File: src/rtl/mem_bus_arbiter_if.sv
// CPU/DMA/memory-controller signal bundle for mem_bus_arbiter.
// slave = arbiter view; master = requesters plus memory controller view.
interface mem_bus_arbiter_if;
    logic        cpu_req;
    logic        cpu_we;
    logic [31:0] cpu_addr;
    logic [31:0] cpu_wdata;
    logic [31:0] cpu_rdata;
    logic        cpu_ack;

    logic        dma_req;
    logic        dma_we;
    logic [31:0] dma_addr;
    logic [31:0] dma_wdata;
    logic [31:0] dma_rdata;
    logic        dma_ack;

    logic [31:0] mem_address;
    logic [31:0] mem_data_in;
    logic        mem_read;
    logic        mem_write;
    logic [31:0] mem_data_out;
    logic        busy;

    modport slave (
        input  cpu_req, cpu_we, cpu_addr, cpu_wdata,
        input  dma_req, dma_we, dma_addr, dma_wdata,
        input  mem_data_out,
        output cpu_rdata, cpu_ack, dma_rdata, dma_ack,
        output mem_address, mem_data_in, mem_read, mem_write, busy
    );

    modport master (
        output cpu_req, cpu_we, cpu_addr, cpu_wdata,
        output dma_req, dma_we, dma_addr, dma_wdata,
        output mem_data_out,
        input  cpu_rdata, cpu_ack, dma_rdata, dma_ack,
        input  mem_address, mem_data_in, mem_read, mem_write, busy
    );
endinterface

File: src/rtl/mem_bus_arbiter.sv
// CPU/DMA arbiter in front of the single-port memory controller, with per-region wait states.
// Optional macro ARB_WAITSTATE_EN enables the region wait-state table; otherwise W=0 always.
module mem_bus_arbiter #(
    parameter int WS_EWRAM      = 2,
    parameter int WS_ROM        = 4,
    parameter int DMA_BURST_MAX = 16
) (
    input  logic               clk,
    input  logic               rst_n,
    mem_bus_arbiter_if.slave   bus
);

    localparam int SW     = $clog2(DMA_BURST_MAX + 1);
    localparam int WS_MAX = (WS_EWRAM > WS_ROM) ? WS_EWRAM : WS_ROM;
    localparam int WW     = $clog2(WS_MAX + 2);

    typedef enum logic [2:0] {
        ST_IDLE,
        ST_ISSUE,
        ST_WAIT,
        ST_CAPTURE,
        ST_ACK
    } state_t;

    state_t          r_state;
    state_t          w_state_next;
    logic            r_gnt_dma;
    logic            r_we;
    logic [31:2]     r_addr;
    logic [31:0]     r_wdata;
    logic [31:0]     r_cpu_rdata;
    logic [31:0]     r_dma_rdata;
    logic [WW-1:0]   r_wait_cnt;
    logic [WW-1:0]   w_wait_cnt_next;
    logic [SW-1:0]   r_starve;
    logic [SW-1:0]   w_starve_next;
    logic            w_grant;
    logic            w_grant_dma;
    logic [WW-1:0]   w_ws;

`ifdef ARB_WAITSTATE_EN
    always_comb begin
        unique case (r_addr[31:24])
            8'h02:        w_ws = WW'(WS_EWRAM);
            8'h08, 8'h09: w_ws = WW'(WS_ROM);
            default:      w_ws = '0;
        endcase
    end
`else
    assign w_ws = '0;
`endif

    // Next-state, grant decision and counter updates.
    always_comb begin
        w_state_next    = r_state;
        w_grant         = 1'b0;
        w_grant_dma     = 1'b0;
        w_starve_next   = r_starve;
        w_wait_cnt_next = r_wait_cnt;
        case (r_state)
            ST_IDLE: begin
                if (bus.cpu_req || bus.dma_req) begin
                    w_grant      = 1'b1;
                    w_state_next = ST_ISSUE;
                    if (bus.dma_req &&
                        !(bus.cpu_req && r_starve == SW'(DMA_BURST_MAX))) begin
                        w_grant_dma = 1'b1;
                        // a pending CPU implies the counter is below its limit here
                        if (bus.cpu_req)
                            w_starve_next = r_starve + SW'(1);
                    end else begin
                        w_starve_next = '0;
                    end
                end
            end
            ST_ISSUE: begin
                if (w_ws != '0) begin
                    w_state_next    = ST_WAIT;
                    w_wait_cnt_next = w_ws;
                end else begin
                    w_state_next = ST_CAPTURE;
                end
            end
            ST_WAIT: begin
                if (r_wait_cnt <= WW'(1)) begin
                    w_state_next    = ST_CAPTURE;
                    w_wait_cnt_next = '0;
                end else begin
                    w_wait_cnt_next = r_wait_cnt - WW'(1);
                end
            end
            ST_CAPTURE: w_state_next = ST_ACK;
            ST_ACK:     w_state_next = ST_IDLE;
            default:    w_state_next = ST_IDLE;
        endcase
    end

    always_ff @(posedge clk or negedge rst_n) begin
        if (!rst_n) begin
            r_state    <= ST_IDLE;
            r_starve   <= '0;
            r_wait_cnt <= '0;
        end else begin
            r_state    <= w_state_next;
            r_starve   <= w_starve_next;
            r_wait_cnt <= w_wait_cnt_next;
        end
    end

    // Request attributes are frozen at grant; read data only overwrites rdata on reads.
    always_ff @(posedge clk or negedge rst_n) begin
        if (!rst_n) begin
            r_gnt_dma   <= 1'b0;
            r_we        <= 1'b0;
            r_addr      <= '0;
            r_wdata     <= '0;
            r_cpu_rdata <= '0;
            r_dma_rdata <= '0;
        end else begin
            if (w_grant) begin
                r_gnt_dma <= w_grant_dma;
                r_we      <= w_grant_dma ? bus.dma_we    : bus.cpu_we;
                r_addr    <= w_grant_dma ? bus.dma_addr[31:2] : bus.cpu_addr[31:2];
                r_wdata   <= w_grant_dma ? bus.dma_wdata : bus.cpu_wdata;
            end
            if (r_state == ST_CAPTURE && !r_we) begin
                if (r_gnt_dma)
                    r_dma_rdata <= bus.mem_data_out;
                else
                    r_cpu_rdata <= bus.mem_data_out;
            end
        end
    end

    assign bus.mem_read    = (r_state == ST_ISSUE) && !r_we;
    assign bus.mem_write   = (r_state == ST_ISSUE) &&  r_we;
    assign bus.mem_address = {r_addr, 2'b00};
    assign bus.mem_data_in = r_wdata;
    assign bus.cpu_ack     = (r_state == ST_ACK) && !r_gnt_dma;
    assign bus.dma_ack     = (r_state == ST_ACK) &&  r_gnt_dma;
    assign bus.cpu_rdata   = r_cpu_rdata;
    assign bus.dma_rdata   = r_dma_rdata;
    assign bus.busy        = (r_state != ST_IDLE);

endmodule

File: src/flat_wrapper.sv
// flat-port wrapper written by rule: the top's interface ports become plain ports
module mem_bus_arbiter_flat 
#(
    parameter int WS_EWRAM      = 2,
    parameter int WS_ROM        = 4,
    parameter int DMA_BURST_MAX = 16
)
  (clk, rst_n, bus_cpu_req, bus_cpu_we, bus_cpu_addr, bus_cpu_wdata, bus_dma_req, bus_dma_we, bus_dma_addr, bus_dma_wdata, bus_mem_data_out, bus_cpu_rdata, bus_cpu_ack, bus_dma_rdata, bus_dma_ack, bus_mem_address, bus_mem_data_in, bus_mem_read, bus_mem_write, bus_busy);
  mem_bus_arbiter_if bus_i ();
  input  logic clk;
  input  logic rst_n;
  input wire logic [$bits(bus_i.cpu_req)-1:0] bus_cpu_req;
  input wire logic [$bits(bus_i.cpu_we)-1:0] bus_cpu_we;
  input wire logic [$bits(bus_i.cpu_addr)-1:0] bus_cpu_addr;
  input wire logic [$bits(bus_i.cpu_wdata)-1:0] bus_cpu_wdata;
  input wire logic [$bits(bus_i.dma_req)-1:0] bus_dma_req;
  input wire logic [$bits(bus_i.dma_we)-1:0] bus_dma_we;
  input wire logic [$bits(bus_i.dma_addr)-1:0] bus_dma_addr;
  input wire logic [$bits(bus_i.dma_wdata)-1:0] bus_dma_wdata;
  input wire logic [$bits(bus_i.mem_data_out)-1:0] bus_mem_data_out;
  output wire logic [$bits(bus_i.cpu_rdata)-1:0] bus_cpu_rdata;
  output wire logic [$bits(bus_i.cpu_ack)-1:0] bus_cpu_ack;
  output wire logic [$bits(bus_i.dma_rdata)-1:0] bus_dma_rdata;
  output wire logic [$bits(bus_i.dma_ack)-1:0] bus_dma_ack;
  output wire logic [$bits(bus_i.mem_address)-1:0] bus_mem_address;
  output wire logic [$bits(bus_i.mem_data_in)-1:0] bus_mem_data_in;
  output wire logic [$bits(bus_i.mem_read)-1:0] bus_mem_read;
  output wire logic [$bits(bus_i.mem_write)-1:0] bus_mem_write;
  output wire logic [$bits(bus_i.busy)-1:0] bus_busy;
  assign bus_i.cpu_req = bus_cpu_req;
  assign bus_i.cpu_we = bus_cpu_we;
  assign bus_i.cpu_addr = bus_cpu_addr;
  assign bus_i.cpu_wdata = bus_cpu_wdata;
  assign bus_i.dma_req = bus_dma_req;
  assign bus_i.dma_we = bus_dma_we;
  assign bus_i.dma_addr = bus_dma_addr;
  assign bus_i.dma_wdata = bus_dma_wdata;
  assign bus_i.mem_data_out = bus_mem_data_out;
  assign bus_cpu_rdata = bus_i.cpu_rdata;
  assign bus_cpu_ack = bus_i.cpu_ack;
  assign bus_dma_rdata = bus_i.dma_rdata;
  assign bus_dma_ack = bus_i.dma_ack;
  assign bus_mem_address = bus_i.mem_address;
  assign bus_mem_data_in = bus_i.mem_data_in;
  assign bus_mem_read = bus_i.mem_read;
  assign bus_mem_write = bus_i.mem_write;
  assign bus_busy = bus_i.busy;
  mem_bus_arbiter #(.WS_EWRAM(WS_EWRAM), .WS_ROM(WS_ROM), .DMA_BURST_MAX(DMA_BURST_MAX)) u_core (.clk(clk), .rst_n(rst_n), .bus(bus_i));
endmodule
File: config.mk
export PLATFORM = sky130hd
export DESIGN_NAME = mem_bus_arbiter_flat
export DESIGN_NICKNAME = d
export VERILOG_FILES = /design/src/rtl/mem_bus_arbiter_if.sv /design/src/rtl/mem_bus_arbiter.sv /design/src/flat_wrapper.sv
export SDC_FILE = /design/constraint.sdc
export NUM_CORES = 1
export LEC_CHECK = 0
export CAP_MARGIN = 20
export CORE_UTILIZATION = 37
export CTS_BUF_LIST = sky130_fd_sc_hd__clkbuf_16
export DETAILED_ROUTE_END_ITERATION = 6
export GPL_ROUTABILITY_DRIVEN = 1
export GPL_TIMING_DRIVEN = 0
export MAX_ROUTING_LAYER = met4
export PLACE_DENSITY = 0.75
export SLEW_MARGIN = 20
export SYNTH_ARGS = -nofsm -noshare
export SYNTH_HDL_FRONTEND = slang
export SYNTH_SLANG_ARGS = --single-unit
File: constraint.sdc
create_clock -name clk -period 1.7 [get_ports clk]
set_clock_uncertainty 0.05 [all_clocks]
set_input_delay 0.425 -clock clk [delete_from_list [all_inputs] [get_ports clk]]
set_output_delay 0.425 -clock clk [all_outputs]
set_load 0.01 [all_outputs]
==> results by stage <==
Outcome:
- The flow ran to the end, but the final reports show violations.
- The final reports fail on negative setup slack.

Logic synthesis:
- The commonest cells after synthesis are dfrtp_1 (139), nor2_1 (131), nor3_1 (67), a211oi_1 (63), mux2_2 (63).
- In the post-synthesis netlist, the biggest area contributors are dfrtp_1 (57%), mux2_2 (12%), nor2_1 (8.1%).
- The average cell area after synthesis is roughly 11 sq um.
- The number of synthesized flops with an enable pin is 0.
- The unique cell type count in the Yosys netlist is 33.
- The post-synthesis cell count is between 500 and 600.
- The number of warnings printed during yosys synthesis is 0.
- Counting flops with an async set or reset pin after synthesis yields a share of 1.000.
- The sequential share of the synthesized area is 0.5721.
- The largest area contributor in the netlist is dfrtp_1.
- The synthesized cell area is about 0.0061 sq mm.
- The synthesized design contains around 140 register bits.
- The most frequently used flop master after synthesis is dfrtp_1.
- Yosys instantiated no cell more often than dfrtp_1.
- Of the post-synthesis cell area, the dominant cell type holds 0.5721.

Flow run:
- Max-cap violations in this run came to 0.

Timing:
- Timing would allow up to 510.5 MHz.
- The final number of max-transition violations is 0.
- Setup repair after global routing could not meet its margin everywhere.
- The count of final hold-check violations is 0.
- The final setup violation count is 106.
- The routed design could run at a clock period as short as ~2.0 ns.
- The final hold slack is approximately 0.43 ns.
- The sum of negative setup slack is -14.51 ns.
- The setup slack after layout is -0.2590 ns.
- The period utilization is 1.152.

Global routing:
- The maximum number of pins on one net before global-route repair is 88.
- The number of global-route vias before repair is slightly below 6000.
- Summed over all layers, the global routing overflow is 0.
- The initial antenna violation count is 0.
- For this run, the total global-route usage over all layers was measured as 0.2620.
- The wire length of the first global-routing pass is 31710 um.

Layout:
- After the last flow step, the layout net total stands at ~1100.
- Of the cells placed in the final design, the portion with a size suffix greater than 1 is 0.3478.
- Once layout is done, the placed cells without fillers occupy around 0.011 sq mm.
- The final non-filler cell total is between 1000 and 1500.
- The area added between synthesis and finish is 83.76%.
- 0 antenna diodes ended up in the layout.
- Once layout is complete, the utilization of the core stands at 0.7008.

Critical path:
- The worst setup path is captured at a register.
- Data on the critical path is required at its endpoint by between 1.5 and 2 ns.
- The critical path launch point type is a register.
- The critical path goes through or3_4 -> or2_4 -> buf_12 -> buf_12 -> buf_6 -> nor3_4 -> a211oi_1.
- The maximum fanout count along the critical path is 6.
- On the critical path, the stage with the largest delay is an instance of dfrtp_2.
- In this design, the critical path's most frequently occurring cell is buf_12.
- The largest single stage delay on the critical path is ~0.44 ns.
- The count of buffer and inverter cells on the critical path is 3.
- The arrival time of data at the critical path endpoint is around 2.2 ns.
- On the critical path the largest part of the delay comes from simple AND/OR/NAND/NOR gates.
- The type of the setup path with the least slack is register to register.

Routing:
- The total via count after detailed routing is 5769.
- In this run the remaining antenna-violating nets after routing total 0.
- The vias per cell is ~5.1.
- The number of DRC markers after the initial detailed-route iteration is between 200 and 250.
- The average wire per standard cell is 19.24 um.
- The first-pass iteration count of the detailed router is 4.
- The routed wire length is approximately 22000 um.
- The DRC violation count after routing is 0.

Clocking:
- Clock-pin slew was measured on the worst setup and hold paths at about 0.060 ns.
- The number of sinks on the clock net is 139.
- The total number of H-tree levels is 4.
- The root buffer cell is clkbuf_16.
- TritonCTS built the clock tree.
- The number of buffers on the longest clock path is 2.
- The number of buffers created by CTS is 17.
- The worst-skew pair later-pin latency is about 0.42 ns.

Die:
- The die span in y is 130.2 um.
- The area of the core region is around 0.016 sq mm.
- The initial standard-cell utilization of the core is 0.3813.
- The die covers 0.01695 sq mm.
- The count of standard-cell rows is 46.
- The count of boundary I/O pins is approximately 300.
- The floorplan step set the die width to 130.2 um.

Placement:
- Once placement finished, the instance area stood at between 0.009 and 0.01 sq mm.
- The setup slack at placement is -1.143 ns.
- The count of buffers added on input and output ports is ~300.
- The congestion estimate from routability-driven global placement came to about 0.77.
- The final HPWL from detailed placement is about 15000 um.
- The number of placed instances, taps included, is 1070.

Power:
- The leakage power summed over all cells is between 4 and 5 nW.
- After layout, the design draws a total of between 15 and 20 mW.
- Across the VDD grid, the largest voltage drop is around 800 uV.
- The total power density per cell area is 1743 mW/mm^2.

Min path:
- The worst hold path class is register to register.
final cells by class:
cell class / count / area [sq um]
Tap cell: 216 / 270.3
Sequential cell: 139 / 3483
Buffer: 42 / 528.0
Clock buffer: 17 / 425.4
Fill cell: 1221 / 4771
Clock inverter: 15 / 157.7
Timing Repair Buffer: 328 / 3193
Multi-Input combinational cell: 374 / 3095
Inverter: 5 / 18.77
cell usage in the layout (no fill, tap or decap), types with 3 or more instances in the layout:
cell / n
a211oi_1: 44
a211oi_2: 19
a21oi_1: 3
buf_12: 11
buf_2: 4
buf_4: 27
buf_6: 24
buf_8: 10
clkbuf_16: 19
clkdlybuf4s50_1: 159
clkinvlp_4: 4
dfrtp_1: 135
dfrtp_2: 4
dlygate4sd2_1: 126
inv_2: 3
inv_6: 4
inv_8: 3
mux2_2: 63
nand2_1: 6
nand2b_4: 3
nor2_1: 88
nor2_2: 28
nor2_4: 16
nor3_1: 18
nor3_2: 40
nor3_4: 9
o21ai_0: 3
routing by layer:
metal / track usage / up-vias / routed length (um)
li1: - / 2682 / -
met1: 0.2885 / 2826 / 8186
met2: 0.4515 / 232 / 11440
met3: 0.07995 / 29 / 1834
met4: 0.08276 / 0 / 390
met5: - / - / 0
kinds of logic (layout without fill, tap and decap cells):
family / after synthesis / after routing / share of synthesized area
AO/OA/AOI/OAI: 79 / 79 / 0.09673
other: 1 / 2 / 0.0006168
buffers and inverters: 48 / 407 / 0.04054
flip-flops: 139 / 139 / 0.5721
adder cells (fa/ha/maj): 3 / 3 / 0.006175
multiplexers: 65 / 65 / 0.1204
AND/OR/NAND/NOR: 225 / 225 / 0.1634
worst register-to-register path, cell delays in order (launching register included):
cell and delay, ns:
dfrtp_2 0.44, or3_4 0.44, or2_4 0.28, buf_12 0.16
buf_12 0.15, buf_6 0.13, nor3_4 0.13, a211oi_1 0.07
where the power goes:
group	switching (mW)	internal, mW	leakage, nW	total (mW)
logic	4.88	5.00	2.82	9.88
registers	0.938	4.99	1.62	5.92
clock network	1.60	2.07	0.273	3.67
flip-flops by register name (all words and copies together), names as in the netlist:
name,flops
u_core.bus.mem_data_in,32
u_core.r_wait_cnt,3
u_core.r_starve,5
u_core.r_we,1
u_core.bus.dma_rdata,32
u_core.bus.cpu_rdata,32
u_core.r_addr,30
u_core.r_gnt_dma,1
u_core.r_state,3
what timing repair did:
item | in CTS | in global routing
buffers inserted | 28 | 3
hold buffers | 1 | 0
endpoints found under the setup margin | 262 | 136
endpoints found under the hold margin | 52 | 0
resized for setup | 287 | 168
gates cloned | 3 | 1
pin swaps | 23 | 20
path summary, 6_finish.rpt:
check / slack, ns / cells past startpoint / endpoint / startpoint
worst max-delay path: -0.26 / 7 / u_core.r_addr[3] / u_core.r_state[2]
worst min-delay path: 0.43 / 1 / u_core.r_wait_cnt[0] / u_core.r_wait_cnt[0]
worst max register to register: -0.26 / 7 / u_core.r_addr[3] / u_core.r_state[2]
worst min register to register: 0.43 / 1 / u_core.r_wait_cnt[0] / u_core.r_wait_cnt[0]
max in group asynchronous: 0.39 / 3 / u_core.bus.cpu_rdata[16] / rst_n
min in group asynchronous: 0.45 / 2 / u_core.r_addr[13] / rst_n
No activity file was read; power rests on OpenSTA's default activity.
